File: src/rtl/axi_line_master.sv
// AXI4 initiator: turns single cache-line read/write requests into fixed-length INCR bursts.
// One outstanding transaction; all AXI outputs are register- or state-decoded.
module axi_line_master #(
  parameter int unsigned AXI_ID_WIDTH   = 7,
  parameter int unsigned AXI_ADDR_WIDTH = 48,
  parameter int unsigned AXI_DATA_WIDTH = 128,
  parameter int unsigned LINE_BEATS     = 4,
  parameter int unsigned TXN_ID         = 0
) (
  input  logic                                 clk_i,
  input  logic                                 rst_i,
  input  logic                                 req_valid_i,
  output logic                                 req_ready_o,
  input  logic                                 req_we_i,
  input  logic [AXI_ADDR_WIDTH-1:0]            req_addr_i,
  input  logic [LINE_BEATS*AXI_DATA_WIDTH-1:0] req_wdata_i,
  output logic                                 rsp_valid_o,
  output logic [LINE_BEATS*AXI_DATA_WIDTH-1:0] rsp_rdata_o,
  output logic                                 rsp_err_o,
  output logic                                 aw_valid,
  input  logic                                 aw_ready,
  output logic [AXI_ADDR_WIDTH-1:0]            aw_addr,
  output logic [AXI_ID_WIDTH-1:0]              aw_id,
  output logic [7:0]                           aw_len,
  output logic [2:0]                           aw_size,
  output logic [1:0]                           aw_burst,
  output logic [3:0]                           aw_cache,
  output logic [2:0]                           aw_prot,
  output logic                                 w_valid,
  input  logic                                 w_ready,
  output logic [AXI_DATA_WIDTH-1:0]            w_data,
  output logic [AXI_DATA_WIDTH/8-1:0]          w_strb,
  output logic                                 w_last,
  input  logic                                 b_valid,
  output logic                                 b_ready,
  input  logic [AXI_ID_WIDTH-1:0]              b_id,
  input  logic [1:0]                           b_resp,
  output logic                                 ar_valid,
  input  logic                                 ar_ready,
  output logic [AXI_ADDR_WIDTH-1:0]            ar_addr,
  output logic [AXI_ID_WIDTH-1:0]              ar_id,
  output logic [7:0]                           ar_len,
  output logic [2:0]                           ar_size,
  output logic [1:0]                           ar_burst,
  output logic [3:0]                           ar_cache,
  output logic [2:0]                           ar_prot,
  input  logic                                 r_valid,
  output logic                                 r_ready,
  input  logic [AXI_DATA_WIDTH-1:0]            r_data,
  input  logic [AXI_ID_WIDTH-1:0]              r_id,
  input  logic [1:0]                           r_resp,
  input  logic                                 r_last
);

  localparam int unsigned LINE_W = LINE_BEATS * AXI_DATA_WIDTH;
  localparam int unsigned STRB_W = AXI_DATA_WIDTH / 8;
  localparam int unsigned OFF_W  = $clog2(LINE_BEATS * STRB_W);
  localparam int unsigned CNT_W  = $clog2(LINE_BEATS);
  localparam logic [CNT_W-1:0]          LAST_BEAT = CNT_W'(LINE_BEATS - 1);
  localparam logic [AXI_ID_WIDTH-1:0]   ID        = AXI_ID_WIDTH'(TXN_ID);
  localparam logic [AXI_ADDR_WIDTH-1:0] ALIGN_MASK =
    ~((AXI_ADDR_WIDTH'(1) << OFF_W) - AXI_ADDR_WIDTH'(1));

  localparam logic [2:0] S_IDLE    = 3'd0;
  localparam logic [2:0] S_RD_ADDR = 3'd1;
  localparam logic [2:0] S_RD_DATA = 3'd2;
  localparam logic [2:0] S_WR      = 3'd3;
  localparam logic [2:0] S_WR_RESP = 3'd4;
  localparam logic [2:0] S_DONE    = 3'd5;

  logic [2:0]                r_state;
  logic [AXI_ADDR_WIDTH-1:0] r_addr;
  logic [LINE_W-1:0]         r_line;
  logic [LINE_W-1:0]         r_rdata;
  logic [CNT_W-1:0]          r_cnt;
  logic                      r_aw_done;
  logic                      r_w_done;
  logic                      r_err;

  logic              w_aw_fire;
  logic              w_w_fire;
  logic              w_wlast_fire;
  logic              w_r_bad;
  logic [LINE_W-1:0] w_line_nxt;

  assign w_aw_fire    = aw_valid & aw_ready;
  assign w_w_fire     = w_valid & w_ready;
  assign w_wlast_fire = w_w_fire & (r_cnt == LAST_BEAT);
  assign w_r_bad      = (r_resp != 2'b00) | (r_id != ID) | (r_last != (r_cnt == LAST_BEAT));

  // r_line doubles as the write source and the read assembly buffer.
  always_comb begin
    w_line_nxt = r_line;
    w_line_nxt[r_cnt*AXI_DATA_WIDTH +: AXI_DATA_WIDTH] = r_data;
  end

  always_ff @(posedge clk_i) begin
    if (rst_i) begin
      r_state   <= S_IDLE;
      r_addr    <= '0;
      r_line    <= '0;
      r_rdata   <= '0;
      r_cnt     <= '0;
      r_aw_done <= 1'b0;
      r_w_done  <= 1'b0;
      r_err     <= 1'b0;
    end else begin
      case (r_state)
        S_IDLE: begin
          if (req_valid_i) begin
            r_addr    <= req_addr_i & ALIGN_MASK;
            r_line    <= req_wdata_i;
            r_cnt     <= '0;
            r_aw_done <= 1'b0;
            r_w_done  <= 1'b0;
            r_err     <= 1'b0;
            r_state   <= req_we_i ? S_WR : S_RD_ADDR;
          end
        end
        S_RD_ADDR: begin
          if (ar_ready) r_state <= S_RD_DATA;
        end
        S_RD_DATA: begin
          if (r_valid) begin
            r_line <= w_line_nxt;
            r_cnt  <= r_cnt + CNT_W'(1);
            r_err  <= r_err | w_r_bad;
            if (r_cnt == LAST_BEAT) begin
              r_rdata <= w_line_nxt;
              r_state <= S_DONE;
            end
          end
        end
        S_WR: begin
          if (w_aw_fire) r_aw_done <= 1'b1;
          if (w_w_fire) r_cnt <= r_cnt + CNT_W'(1);
          if (w_wlast_fire) r_w_done <= 1'b1;
          if ((r_aw_done | w_aw_fire) && (r_w_done | w_wlast_fire)) r_state <= S_WR_RESP;
        end
        S_WR_RESP: begin
          if (b_valid) begin
            r_err   <= r_err | (b_resp != 2'b00) | (b_id != ID);
            r_state <= S_DONE;
          end
        end
        S_DONE:  r_state <= S_IDLE;
        default: r_state <= S_IDLE;
      endcase
    end
  end

  assign req_ready_o = (r_state == S_IDLE);
  assign rsp_valid_o = (r_state == S_DONE);
  assign rsp_err_o   = r_err;
  assign rsp_rdata_o = r_rdata;

  assign ar_valid = (r_state == S_RD_ADDR);
  assign ar_addr  = r_addr;
  assign ar_id    = ID;
  assign ar_len   = 8'(LINE_BEATS - 1);
  assign ar_size  = 3'($clog2(STRB_W));
  assign ar_burst = 2'b01;
  assign ar_cache = 4'b0010;
  assign ar_prot  = 3'b000;
  assign r_ready  = (r_state == S_RD_DATA);

  assign aw_valid = (r_state == S_WR) & ~r_aw_done;
  assign aw_addr  = r_addr;
  assign aw_id    = ID;
  assign aw_len   = 8'(LINE_BEATS - 1);
  assign aw_size  = 3'($clog2(STRB_W));
  assign aw_burst = 2'b01;
  assign aw_cache = 4'b0010;
  assign aw_prot  = 3'b000;

  assign w_valid = (r_state == S_WR) & ~r_w_done;
  assign w_data  = r_line[r_cnt*AXI_DATA_WIDTH +: AXI_DATA_WIDTH];
  assign w_strb  = '1;
  assign w_last  = w_valid & (r_cnt == LAST_BEAT);
  assign b_ready = (r_state == S_WR_RESP);

endmodule

File: config.mk
export PLATFORM = sky130hd
export DESIGN_NAME = axi_line_master
export DESIGN_NICKNAME = d
export VERILOG_FILES = /design/src/rtl/axi_line_master.sv
export SDC_FILE = /design/constraint.sdc
export NUM_CORES = 2
export LEC_CHECK = 0
export ABC_AREA = 0
export ABC_CLOCK_PERIOD_IN_PS = 3350
export BUFFER_PORTS_ARGS = -buffer_cell sky130_fd_sc_hd__buf_2
export CAP_MARGIN = 0
export CORE_AREA = 2 2 598 600
export DETAILED_ROUTE_END_ITERATION = 8
export DIE_AREA = 0 0 600 602
export GPL_TIMING_DRIVEN = 0
export PLACE_DENSITY_LB_ADDON = 0.25
export RECOVER_POWER = 100
export SETUP_SLACK_MARGIN = 0.3
export SLEW_MARGIN = 20
export SYNTH_ARGS = -nofsm -noshare
export SYNTH_HDL_FRONTEND = slang
export SYNTH_SLANG_ARGS = --single-unit
File: constraint.sdc
create_clock -name clk_i -period 3.35 [get_ports clk_i]
set_clock_uncertainty 0.15 [all_clocks]
set_input_delay 0.335 -clock clk_i [delete_from_list [all_inputs] [get_ports clk_i]]
set_output_delay 0.335 -clock clk_i [all_outputs]
set_load 0.1 [all_outputs]
# Word-level counts from Yosys, hierarchy flattened
# Index checks and enable logic that the tools add are counted.
dict set report classes {
  n_addsub 2
  bitwise 15
  reduce_logical 18
  n_eq_ne 16
  shift 3
  n_mux 24
}
# cell count
set ops {}
lappend ops {{512-bit two-way mux} 2}
lappend ops {{512-bit case mux with 2 select lines} 1}
lappend ops {{512-bit bitwise mux} 1}
lappend ops {{128-bit by 34-bit variable shift with 512-bit output (first input constant)} 1}
lappend ops {{128-bit by 34-bit indexed part select with 512-bit output} 1}
lappend ops {{512-bit by 10-bit indexed part select with 128-bit output} 1}
lappend ops {{9-bit negator with 34-bit output} 1}
lappend ops {{3-bit two-way mux} 6}
lappend ops {{3-bit case mux with 5 select lines} 1}
lappend ops {{2-bit inequality test (second input constant)} 7}
lappend ops {{7-bit nonzero test} 2}
lappend ops {{3-bit AND reduction} 4}
lappend ops {{2-bit two-way mux} 4}
lappend ops {{4-bit AND reduction} 2}
lappend ops {{2-bit nonzero test} 4}
lappend ops {{1-bit bitwise OR} 7}
lappend ops {{1-bit bitwise AND} 6}
lappend ops {{3-bit by 2-bit equality test with 1-bit output (second input constant)} 2}
lappend ops {{3-bit equality test (second input constant)} 2}
lappend ops {{2-bit case mux with 3 select lines} 1}
lappend ops {{6-bit AND reduction} 1}
lappend ops {{3-bit nonzero test} 2}
lappend ops {{1-bit two-way mux} 5}
lappend ops {{2-bit by 1-bit inequality test with 1-bit output (second input constant)} 2}
lappend ops {{10 further kinds} 12}
dict set report word_totals {
  out_inout_bits 815
  reg_bits 1074
  input_bits 716
  word_cells 86
}

# Longest topological paths before layout
dict set report logic_depth {
  word_depth 8
  mapped_depth 11
  depth_no_buf 6
}

# Worst setup path before layout
# Ideal clock, no wire load.
dict set report synth_timing {
  kind {flip-flop to flip-flop}
  start {reg r_state[0]}
  end {reg r_addr[39], in the netlist ar_addr[39]}
  path_buffers 3
  stages_incl_launch_ff 8
  period_less_slack_ns 3.806
  setup_time_ns 0.070
  setup_slack_ns -0.456
  t_arrival_ns 3.586
  required_ns 3.130
  cell_sequence {dfxtp_1 buf_2 nor3_1 and2_1 clkbuf_1 clkbuf_1 nand2_1 a21oi_1}
}
dict set report synth_between {
  elab_chain_len 2
}
# element line_no
set synth_rtl {}
lappend synth_rtl {{start: declaration} 71} ;# logic [2:0] r_state;
lappend synth_rtl {{start signal: assignment} 117} ;# r_state <= req_we_i ? S_WR : S_RD_ADDR;
lappend synth_rtl {{3-bit logical NOT} --}
lappend synth_rtl {{named net req_ready_o} 13} ;# output logic req_ready_o,
lappend synth_rtl {{2-bit AND reduction (no source line)} --}
lappend synth_rtl {{end signal: assignment} 111} ;# r_addr <= req_addr_i & ALIGN_MASK;
lappend synth_rtl {{end: declaration} 72} ;# logic [AXI_ADDR_WIDTH-1:0] r_addr;
# The timed path passes the listed nets, and every way through them passes these cells.
# A chain may end at the register's enable or synchronous reset.

# Worst setup path after layout
dict set report layout_timing {
  start {reg r_cnt[0]}
  end {out w_data[69]}
}
dict set report layout_between {
  elab_chain_len 1
}
# element line_no
set layout_rtl {}
lappend layout_rtl {{start: declaration} 75} ;# logic [CNT_W-1:0] r_cnt;
lappend layout_rtl {{start signal: assignment} 126} ;# r_cnt <= r_cnt + CNT_W'(1);
lappend layout_rtl {{start signal: assignment} 136} ;# if (w_w_fire) r_cnt <= r_cnt + CNT_W'(1);
lappend layout_rtl {{512-bit by 10-bit indexed part select with 128-bit output} 177} ;# assign w_data = r_line[r_cnt*AXI_DATA_WIDTH +: AXI_DATA_WIDTH];
lappend layout_rtl {{end: declaration} 31} ;# output logic [AXI_DATA_WIDTH-1:0] w_data,
# Every way passes these cells.

==> results_tabular.tex <==
\begin{tabular}{lr}
\hline
Metric & Value \\
\hline
\multicolumn{2}{l}{\textbf{Clocking}} \\
CTS tree & done \\
Root buffer selected by CTS & sky130\_fd\_sc\_hd\_\_clkbuf\_16 \\
Max clock buf depth & 4 \\
Number of levels in the clock H-tree & 4 \\
Clock sink count & 1074 \\
Clock latency of the later-clocked register in the worst-skew pair & 0.89 ns \\
Clk pin slew, worst setup/hold paths & 0.06 ns \\
Clock buffer count from CTS & 150 \\
\multicolumn{2}{l}{\textbf{Yosys}} \\
Top-area cell type share of the netlist area & 0.4397 \\
Yosys Warn Count & 0 \\
Top post-synthesis cells by count & sky130\_fd\_sc\_hd\_\_dfxtp\_1 (1074), sky130\_fd\_sc\_hd\_\_nor2\_1 (1031), sky130\_fd\_sc\_hd\_\_nand2\_1 (598) \\
Number of enable flip-flop cells after synthesis & 0 \\
Cell taking the most area after synthesis & sky130\_fd\_sc\_hd\_\_dfxtp\_1 \\
Most frequently used flop master after synthesis & sky130\_fd\_sc\_hd\_\_dfxtp\_1 \\
Main area contributors after synthesis & sky130\_fd\_sc\_hd\_\_dfxtp\_1 (44\%), sky130\_fd\_sc\_hd\_\_a221oi\_1 (9.2\%), sky130\_fd\_sc\_hd\_\_nor2\_1 (7.9\%) \\
Number of register bits inferred by synthesis & 1074 \\
Most common cell in the synthesized netlist & sky130\_fd\_sc\_hd\_\_dfxtp\_1 \\
Distinct cell type count of the synthesized netlist & 45 \\
Mapped Area & 0.04890 mm2 \\
Cells after synthesis & 5732 \\
Fraction of the yosys area taken by sequential cells & 0.4397 \\
Per-instance average area after synthesis & 8.531 um2 \\
Async set-reset flop share out of synthesis & 0 \\
\multicolumn{2}{l}{\textbf{Critical path}} \\
Total buffers and inverters traversed by the critical path & 5 \\
Cell at the slowest stage of the critical path & sky130\_fd\_sc\_hd\_\_mux4\_2 \\
Worst endpoint required time & 2.86 ns \\
Worst setup path startpoint & r\_cnt[0] \\
Setup slack on the worst flop-to-flop path & 0 ns \\
Type of element capturing the critical path & output pin \\
CP delay by family, top & buffers and inverters \\
Nature of the critical path startpoint & flip-flop \\
Worst r2r dst & r\_line[352] \\
Peak per-stage delay on the critical path & 0.65 ns \\
Arr. time, crit path & 2.88 ns \\
Critical path class & flip-flop to output pin \\
Max Fanout on Critical Path & 9 \\
CP Depth & 6 \\
Worst path most repeated cell & sky130\_fd\_sc\_hd\_\_buf\_16 \\
Path depth of the worst reg2reg path & 13 \\
R2r startpoint & r\_cnt[0] \\
Ordered list of cells on the worst path & buf\_8, clkbuf\_16, buf\_16, buf\_16, mux4\_2, buf\_12 \\
\multicolumn{2}{l}{\textbf{Cells and area}} \\
Layout cell share with drive strength beyond 1 & 0.2499 \\
Post-layout util & 0.2285 \\
Post-layout nets & 8958 \\
Layout Cell Area excl Fill & 0.08108 mm2 \\
Area grow syn2layout & 65.81\% \\
\multicolumn{2}{l}{\textbf{STA}} \\
Unrepaired setup endpoints after global routing & true \\
Final Slew Violations & 72 \\
Final sum of negative setup slack & -0.02208 ns \\
Post-route setup slack & -0.01310 ns \\
Min Clock Period, post-route & 3.363 ns \\
Portion of the clock cycle consumed by the worst path in the final layout & 1.004 \\
Hold violation count in the final report & 0 \\
FMAX & 297.3 MHz \\
Actual slew at the worst max-slew pin & 1.832 ns \\
Worst-case headroom to the max-slew limit & -0.2159 \\
Final count of negative-setup-slack endpoints & 3 \\
\multicolumn{2}{l}{\textbf{Flow run}} \\
Max\_cap viols & 85 \\
\multicolumn{2}{l}{\textbf{Power and ir drop}} \\
Worst IR drop on VDD & 0.4652 mV \\
Power density over cell area & 580.5 mW/mm2 \\
Leakage power total & 29.12 nW \\
Post-route total power & 47.07 mW \\
\multicolumn{2}{l}{\textbf{Die}} \\
Initial Utilization & 0.1378 \\
Die Span X & 600 um \\
Area inside the core boundary & 0.3548 mm2 \\
Full die area & 0.3612 mm2 \\
Vertical extent of the die & 602 um \\
I/O pin count & 1531 \\
FP Rows & 219 \\
\multicolumn{2}{l}{\textbf{Placement}} \\
Port Buffer Count & 1441 \\
Half-perimeter wire length after detailed placement & 385000 um \\
Post-placement cell area & 0.06333 mm2 \\
Setup WS pre-CTS & -1.720 ns \\
Final weighted congestion in routability-driven placement & 0.9816 \\
\multicolumn{2}{l}{\textbf{Global route}} \\
Via count of the first global-routing pass & 57655 \\
Total congestion overflow & 0 \\
Wire length of the first global-routing pass & 597000 um \\
Pin count of the biggest net entering global routing & 13 \\
Total track usage & 0.2515 \\
Number of antenna violations at the first check in global routing & 151 \\
\multicolumn{2}{l}{\textbf{Hold path}} \\
Type of the tightest min-delay check & primary input to flip-flop \\
Hold Path Sink & r\_line[120] \\
Cell count of the worst hold path & 4 \\
Hold\_sp & req\_wdata\_i[120] \\
\multicolumn{2}{l}{\textbf{Routing}} \\
Number of routed nets with antenna violations & 0 \\
Total Wirelength & 479300 um \\
\# DRC & 0 \\
Via count & 61301 \\
DRC marker count from the first detailed-route iteration & 6504 \\
1st-pass router iterations & 5 \\
Routed vias/inst & 4.639 \\
DR WL/cell & 36.27 um \\
\multicolumn{2}{l}{\textbf{Outcome}} \\
Result of the run & finished with violations \\
Violations in the final reports & max-capacitance violations, max-slew violations, negative setup slack \\
\hline
\end{tabular}
-- kinds of logic after synthesis --
kind of cell / after synthesis / synth area share
AOI/OAI and AO/OA: 1596 / 0.2294
xor gates and xnor gates: 1 / 0.0001791
adders and majority gates: 6 / 0.001535
buffers and inverters: 748 / 0.07420
DFF: 1074 / 0.4397
muxes: 132 / 0.05980
other: 2 / 0.0001536
and+or+nand+nor: 2173 / 0.1950
-- stage by stage --
step / instances / hold WS [ns]
finish: 13213 / 0.03893
global route: 13145 / 0.02721
CTS: 13027 / 0.001477
detailed placement: 12039 / 0.3083
global placement: 12004 / 0.3058
floorplan: 5812 / 0.2917
-- per-layer routing --
layer,vias to the layer above,global-route usage,routed length [um]
met4,68,0.1407,31090
met5,-,0,423
met1,30664,0.2907,183100
li1,26036,-,-
met3,951,0.08421,45530
met2,3582,0.4053,219200
-- timing repair --
| action | in CTS | in global routing |
|---|---|---|
| setup endpoints to repair | 1156 | 1098 |
| pin swaps | 5 | 245 |
| hold endpoints to repair | 1058 | 0 |
| buffers inserted | 22 | 59 |
| hold buffers | 686 | 0 |
| gates resized for setup | 607 | 597 |
| cloned | 9 | 20 |
-- flip-flops by register name, indices dropped and copies added, names as in the netlist --
signal	cells
rsp_err_o	1
r_cnt	2
r_aw_done	1
ar_addr	42
r_line	512
r_w_done	1
r_state	3
rsp_rdata_o	512
-- layout by cell type (no fill, tap or decap), drive strengths merged, types with 128 or more instances in the layout --
cell and count:
a211oi 512, a21oi 559, a221oi 512, buf 1266
clkbuf 1275, dfxtp 1074, dlygate4sd3 686, mux4 128
nand2 598, nor2 1031, or3 512
-- worst min-delay path, stage by stage --
cell                      delay (ns)
sky130_fd_sc_hd__buf_2          0.14
sky130_fd_sc_hd__nor2_1         0.30
sky130_fd_sc_hd__or3_1          0.18
sky130_fd_sc_hd__a21oi_1        0.06
-- how the worst max path moves through the flow --
stage | end | slack (ns)
global placement | r_line[179] | -4.64
global route | r_line[157] | -0.01
finish | w_data[69] | -0.01
CTS | w_data[69] | -0.04
floorplan | r_line[510] | 0.33
detailed placement | r_line[438] | -1.72
-- layout make-up --
type,count,area (um2)
inverter,10,41.29
timing repair buffer,2272,16860
tap,4751,5944
clock buffer,217,4359
multi-input combinational,3990,26330
clock inverter,54,629.4
sequential,1074,21510
buffer,738,5136
fill,39443,273800
antenna,107,267.8
-- where the power goes --
part / switching [mW] / leakage [nW] / internal [mW]
sequential: 1.10 / 8.74 / 13.7
combinational: 10.6 / 17.9 / 4.66
clock: 7.26 / 2.45 / 9.74
(Power assumes the default switching activity.)
